### src/rtl/dmem_arbiter.sv
// dmem_arbiter: two-port arbiter sequencing a fixed-latency synchronous data memory.
// Define DMEM_ARB_RR_EN for round-robin grant; otherwise port 0 has fixed priority.
module dmem_arbiter #(
  parameter int AW     = 32,
  parameter int DW     = 32,
  parameter int RD_LAT = 1
) (
  input  logic          clk,
  input  logic          reset,
  input  logic          req0_valid,
  output logic          req0_ready,
  input  logic [AW-1:0] req0_addr,
  input  logic [DW-1:0] req0_wdata,
  input  logic [1:0]    req0_memwrite,
  input  logic [2:0]    req0_readmode,
  output logic          req0_rvalid,
  output logic [DW-1:0] req0_rdata,
  input  logic          req1_valid,
  output logic          req1_ready,
  input  logic [AW-1:0] req1_addr,
  input  logic [DW-1:0] req1_wdata,
  input  logic [1:0]    req1_memwrite,
  input  logic [2:0]    req1_readmode,
  output logic          req1_rvalid,
  output logic [DW-1:0] req1_rdata,
  output logic          mem_en,
  output logic [AW-1:0] mem_addr,
  output logic [DW-1:0] mem_wdata,
  output logic [1:0]    mem_memwrite,
  output logic [2:0]    mem_readmode,
  input  logic [DW-1:0] mem_rdata,
  output logic          busy
);
  typedef enum logic [1:0] {IDLE, ISSUE, WAIT, RESP} state_t;
  state_t        state_q, state_d;
  logic [AW-1:0] addr_q, addr_d;
  logic [DW-1:0] wdata_q, wdata_d;
  logic [1:0]    memwrite_q, memwrite_d;
  logic [2:0]    readmode_q, readmode_d;
  logic          owner_q, owner_d;
  logic [2:0]    cnt_q, cnt_d;
  logic          gnt1, acc, resp;
  logic [DW-1:0] rdata_v;
`ifdef DMEM_ARB_RR_EN
  logic last_q, last_d;
  // last_q set means port 1 was served last, so port 0 wins a tie
  assign gnt1   = req1_valid & (!req0_valid | !last_q);
  assign last_d = acc ? gnt1 : last_q;
  always_ff @(posedge clk or negedge reset)
    if (!reset) last_q <= 1'b1;
    else        last_q <= last_d;
`else
  assign gnt1 = req1_valid & !req0_valid;
`endif
  always_ff @(posedge clk or negedge reset) begin
    if (!reset) begin
      state_q    <= IDLE;
      addr_q     <= '0;
      wdata_q    <= '0;
      memwrite_q <= '0;
      readmode_q <= '0;
      owner_q    <= 1'b0;
      cnt_q      <= '0;
    end else begin
      state_q    <= state_d;
      addr_q     <= addr_d;
      wdata_q    <= wdata_d;
      memwrite_q <= memwrite_d;
      readmode_q <= readmode_d;
      owner_q    <= owner_d;
      cnt_q      <= cnt_d;
    end
  end
  always_comb begin
    state_d    = state_q;
    cnt_d      = cnt_q;
    addr_d     = acc ? (gnt1 ? req1_addr : req0_addr) : addr_q;
    wdata_d    = acc ? (gnt1 ? req1_wdata : req0_wdata) : wdata_q;
    memwrite_d = acc ? (gnt1 ? req1_memwrite : req0_memwrite) : memwrite_q;
    readmode_d = acc ? (gnt1 ? req1_readmode : req0_readmode) : readmode_q;
    owner_d    = acc ? gnt1 : owner_q;
    case (state_q)
      IDLE:  state_d = acc ? ISSUE : IDLE;
      ISSUE: begin
        cnt_d   = 3'(RD_LAT - 1);
        state_d = (RD_LAT == 1) ? RESP : WAIT;
      end
      WAIT: begin
        cnt_d   = cnt_q - 3'd1;
        state_d = (cnt_q == 3'd1) ? RESP : WAIT;
      end
      default: state_d = IDLE;
    endcase
  end
  always_comb begin
    req0_ready   = reset & (state_q == IDLE) & req0_valid & !gnt1;
    req1_ready   = reset & (state_q == IDLE) & gnt1;
    acc          = req0_ready | req1_ready;
    busy         = state_q != IDLE;
    mem_en       = state_q == ISSUE;
    mem_memwrite = mem_en ? memwrite_q : 2'b00;
    mem_addr     = addr_q;
    mem_wdata    = wdata_q;
    mem_readmode = readmode_q;
    resp         = state_q == RESP;
    rdata_v      = (memwrite_q == 2'b00) ? mem_rdata : '0;
    req0_rvalid  = resp & !owner_q;
    req1_rvalid  = resp & owner_q;
    req0_rdata   = req0_rvalid ? rdata_v : '0;
    req1_rdata   = req1_rvalid ? rdata_v : '0;
  end
endmodule

### config.mk
export PLATFORM = sky130hd
export DESIGN_NAME = dmem_arbiter
export DESIGN_NICKNAME = d
export VERILOG_FILES = /design/src/rtl/dmem_arbiter.sv
export SDC_FILE = /design/constraint.sdc
export NUM_CORES = 1
export LEC_CHECK = 0
export ABC_CLOCK_PERIOD_IN_PS = 1730
export CORE_AREA = 2 2 122 124
export CTS_CLUSTER_SIZE = 25
export DETAILED_ROUTE_END_ITERATION = 16
export DIE_AREA = 0 0 124 126
export PLACE_DENSITY = 0.7
export SYNTH_ARGS = -nofsm -noshare
export SYNTH_HDL_FRONTEND = slang
export SYNTH_SLANG_ARGS = --single-unit
### constraint.sdc
create_clock -name clk -period 1.73 [get_ports clk]
set_input_delay 0.2595 -clock clk [delete_from_list [all_inputs] [get_ports clk]]
set_output_delay 0.2595 -clock clk [all_outputs]
set_load 0.01 [all_outputs]
; Word-level counts from Yosys, hierarchy flattened
; Cells that the tools add are included.
[totals]
register_bits = 75
input_bits = 174
output_inout_bits = 139
[classes]
n_addsub = 1
n_eq_ne = 4
mux = 12
bitwise = 8
reduce_logical = 7
[op_table]
columns = cell, count
row1 = 32-bit 2-to-1 mux, 5
row2 = 1-bit bitwise AND, 7
row3 = 2-bit one-hot mux with 3 select lines, 1
row4 = 3-bit one-hot mux with 2 select lines, 1
row5 = "2-bit equality test, second input constant", 2
row6 = 2-bit zero test, 2
row7 = 2-bit 2-to-1 mux, 2
row8 = 2-bit nonzero test, 2
row9 = "3-bit by 1-bit equality test with 1-bit output, second input constant", 1
row10 = 1-bit zero test, 3
row11 = 3-bit 2-to-1 mux, 1
row12 = "3-bit by 1-bit subtractor with 3-bit output, second input constant", 1
row13 = "2-bit by 1-bit equality test with 1-bit output, second input constant", 1
row14 = 1-bit 2-to-1 mux, 2
row15 = 1-bit bitwise OR, 1

; Longest topological paths before layout
[logic_depth]
ltp_word = 7
depth_mapped = 8
depth_no_buf = 5

; Worst setup path before layout
; No wires, ideal clock.
[synth_path]
kind = register to output
from = register state_q[0]
to = output port req0_rdata[10]
arrival_time_ns = 1.370
t_required_ns = 1.470
slack_ns = 0.101
path_stages_with_launch = 6
n_path_buf = 1
cell_sequence = dfrtp_1 > ha_1 > nor2b_1 > nor3b_2 > buf_2 > and2_1
[synth_between]
elab_chain_len = 3
[synth_lines]
columns = item, line_no
row1 = from (decl), 35  ; state_t state_q, state_d;
row2 = from (signal assigned), 65  ; state_q <= state_d;
row3 = 2-bit equality test, 105  ; resp = state_q == RESP;
row4 = 1-bit bitwise AND, 107  ; req0_rvalid = resp & !owner_q;
row5 = via req0_rvalid, 16  ; output logic req0_rvalid,
row6 = 32-bit 2-to-1 mux, 109  ; req0_rdata = req0_rvalid ? rdata_v : '0;
row7 = to (decl), 17  ; output logic [DW-1:0] req0_rdata,
; The timed path passes the listed nets, and every way through them passes these cells.

; Final worst setup path
[layout_path]
from = register state_q[1]
to = output port req1_rdata[3]
[layout_between]
elab_chain_len = 3
[layout_lines]
columns = item, line_no
row1 = 2-bit equality test, 105
row2 = 1-bit bitwise AND, 108  ; req1_rvalid = resp & owner_q;
row3 = 32-bit 2-to-1 mux, 110  ; req1_rdata = req1_rvalid ? rdata_v : '0;
row4 = to (decl), 25  ; output logic [DW-1:0] req1_rdata,
; Every way passes these cells.

==> qor.yml <==
place:
  place_area_sq_um: 7420
  portBuffers: 312
  dp_hpwl_um: 11100
  place_congestion: 0.752
logic_synthesis:
  synth_common_cells: "75 x dfrtp_1, 70 x nand2_1, 69 x mux2i_1, 69 x o21ai_1, 67 x and2_1"
  synth_edf_count: 0
  syn-instance-count: 410
  synthArstFlopShare: 1.00
  synth_xor_area_frac: 0
  synth_top_family_by_area: "simple AND/OR/NAND/NOR gates"
  synth-simple-area-share: 0.188
  yosysUniqueCellTypes: 23
  syn_area_per_cell_sq_um: 9.81
  synth_nets: 590
  yosysTopAreaCellShare: 0.467
  ys_ff_latch: 75
  yosys_warnings: 0
  synthTopCellsByArea: "dfrtp_1 47%, mux2i_1 17%, and2_1 10%"
  synthFlopType: "dfrtp_1"
  seq_area_frac_synth: 0.467
  yosys.area_share.adder: 0.0187
  synthMuxAreaShare: 0.172
  yosys.area.top_type: "dfrtp_1"
  synth.most_common_cell: "dfrtp_1"
  synth-compound-area-share: 0.0989
  syn_area_sq_um: 4020
clock_tree:
  cts.htree.levels: 3
  clock_latency_ns: 0.32
  root_buffer: "clkbuf_16"
  cts_tree: "yes"
  cts_buffers: 9
  clk_pin_slew_ns: 0.05
  cts_sinks: 75
  clk_path_buf_depth: 2
sta:
  period_share: 1.17
  period_minus_slack_ns: 2.03
  hold_viol: 0
  fin_worst_skew_ns: 0.00220
  final-max-slew-violation-count: 0
  fin_ws_ns: -0.297
  maxSlewHeadroom: 0.600
  fmax_mhz: 493
  max_slew.worst_pin.slew_ns: 0.601
  finalSetupViolCount: 69
  rsz0062_at_grt: "true"
power:
  powerDensity_nw_per_um2: 1200
  ir_drop_mv: 0.551
  swShare: 0.334
  combPwrFrac: 0.505
  p_int_uw: 6310
  seqPwrFrac: 0.320
  p_sw_uw: 3160
  p_leak_uw: 0.00382
  p_total_uw: 9470
  clock_power_share: 0.175
floorplanning:
  rows: 44
  start_util: 0.281
  io_pins: 313
  fp.dieH_um: 126
  die_area_sq_um: 15600
  core_area_sq_um: 14300
  die_width_um: 124
route:
  final_antenna_net_count: 0
  dr.pass1.iters: 4
  drt_iter0_drc: 65
  via_per_inst: 4.46
  via_count: 4134
  drc: 0
  routed_wl_um: 14300
  post_drt_wl_per_cell_um: 15.4
global_route:
  antenna_found_initial: 1
  overflow: 0
  met2_usage: 0.353
  grt_pass1_wl_um: 21400
  grt_pass1_vias: 4248
  grtUsageMet3: 0.0593
  top_usage_layer: "met2"
  grt_start_max_net_pins: 78
  use_met1: 0.170
  track_usage: 0.178
critical_path:
  critical_path_peak_fanout: 8
  path_cells: "ha_2 > and2_4 > nor3b_4 > buf_6 > buf_12 > and2_4 > buf_6"
  max_stage_delay_ns: 0.36
  startpoint_type: "register"
  startpoint: "state_q[1]$_DFF_PN0_"
  cp_data_required_time_ns: 1.47
  cp.arrival_ns: 1.77
  reg2reg_from: "state_q[1]$_DFF_PN0_"
  slowest_stage: "dfrtp_1"
  critical_path_class: "reg -> out"
  end_kind: "output pin"
flow_run:
  drv_cap: 0
cells_and_area:
  diodes: 0
  syn_to_final_growth_pct: 96.5
  final_area_sq_um: 7910
  drive_gt1_frac: 0.228
  nets: 918
worst_hold_path:
  hold_path_class: "reg -> reg"
  hp-start: "cnt_q[2]$_DFFE_PN0P_"
status:
  status: "finished with violations"
  failed_checks: "setup timing"
-- critical path, delay by kind of cell (launching register included) --
kind | cells | cell delay, ns
AND/OR/NAND/NOR | 3 | 0.51
buffers and inverters | 3 | 0.37
adder cells (fa/ha/maj) | 1 | 0.20
flip-flops | 1 | 0.36
-- registers in the layout, indices dropped and copies added, names as in the netlist --
register,cells
mem_addr,32
mem_wdata,32
cnt_q,3
mem_readmode,3
memwrite_q,2
state_q,2
owner_q,1
-- power groups by stage --
stage | Sequential [uW] | Combinational, uW | Clock, uW
3_3_place_gp | 2990 | 4440 | 0
5_1_grt | 3130 | 5210 | 1820
2_1_floorplan | 3340 | 1450 | 0
3_5_place_dp | 3030 | 4510 | 0
6_report | 3030 | 4790 | 1660
4_1_cts | 3040 | 4760 | 1720
-- kinds of logic after synthesis --
logic type | Yosys count
multiplexers | 69
flip-flops | 75
AO/OA/AOI/OAI | 77
adder cells (fa/ha/maj) | 6
buffers and inverters | 35
AND/OR/NAND/NOR | 148
-- metrics by stage --
stage	hold slack, ns	setup TNS, ns	setup slack [ns]	instances	utilization
final	0.453	-17.14	-0.297	926	0.552
after global placement	0.339	-17.25	-0.325	898	0.518
after floorplan	-0.0361	0	0.101	410	-
after detailed placement	0.342	-20.25	-0.359	898	0.518
after CTS	0.457	-17.70	-0.300	924	0.546
after global routing	0.479	-26.00	-0.368	926	0.552
-- path summary, 6_finish.rpt --
path | endpoint | slack [ns] | depth (start not counted)
max | req1_rdata[3] | -0.30 | 7
min | cnt_q[2]$_DFFE_PN0P_ | 0.45 | 1
max reg2reg | mem_addr[17]$_DFFE_PN0P_ | 0.01 | 10
min reg2reg | cnt_q[2]$_DFFE_PN0P_ | 0.45 | 1
max in group asynchronous | mem_addr[19]$_DFFE_PN0P_ | 0.60 | 3
min in group asynchronous | owner_q$_DFFE_PN0P_ | 0.62 | 3
-- timing repair --
action | CTS | global route
resized for setup | 363 | 34
pin swaps | 25 | 8
cloned | 4 | 0
setup buffers | 6 | 4
hold buffers | 1 | 0
endpoints found under the hold margin | 7 | 0
endpoints found under the setup margin | 72 | 72
-- layout make-up --
type | instances | area [sq um]
multi-input cells | 300 | 2090
inverters | 6 | 27.5
clock inverters | 2 | 12.5
repair buffers | 346 | 3420
clock buffers | 13 | 250
fillers | 1262 | 6410
well taps | 184 | 230
flip-flops and latches | 75 | 1880
-- layout by cell type (no fill, tap or decap), types with 4 or more instances in the layout --
master	synthesis	final
buf_2	15	29
inv_1	6	4
clkdlybuf4s50_1	0	239
and2_4	0	38
mux2i_1	69	69
nand2_1	70	69
o21ai_1	69	69
and2_1	67	29
dfrtp_1	75	75
buf_4	2	20
buf_12	0	5
clkbuf_16	0	9
buf_6	9	47
-- layer usage --
metal	routed length (um)	vias up
met4	201	2
met2	7750	197
li1	-	2031
met3	1420	15
met1	4860	1889
met5	13	-
No activity file was read; power rests on OpenSTA's default activity.
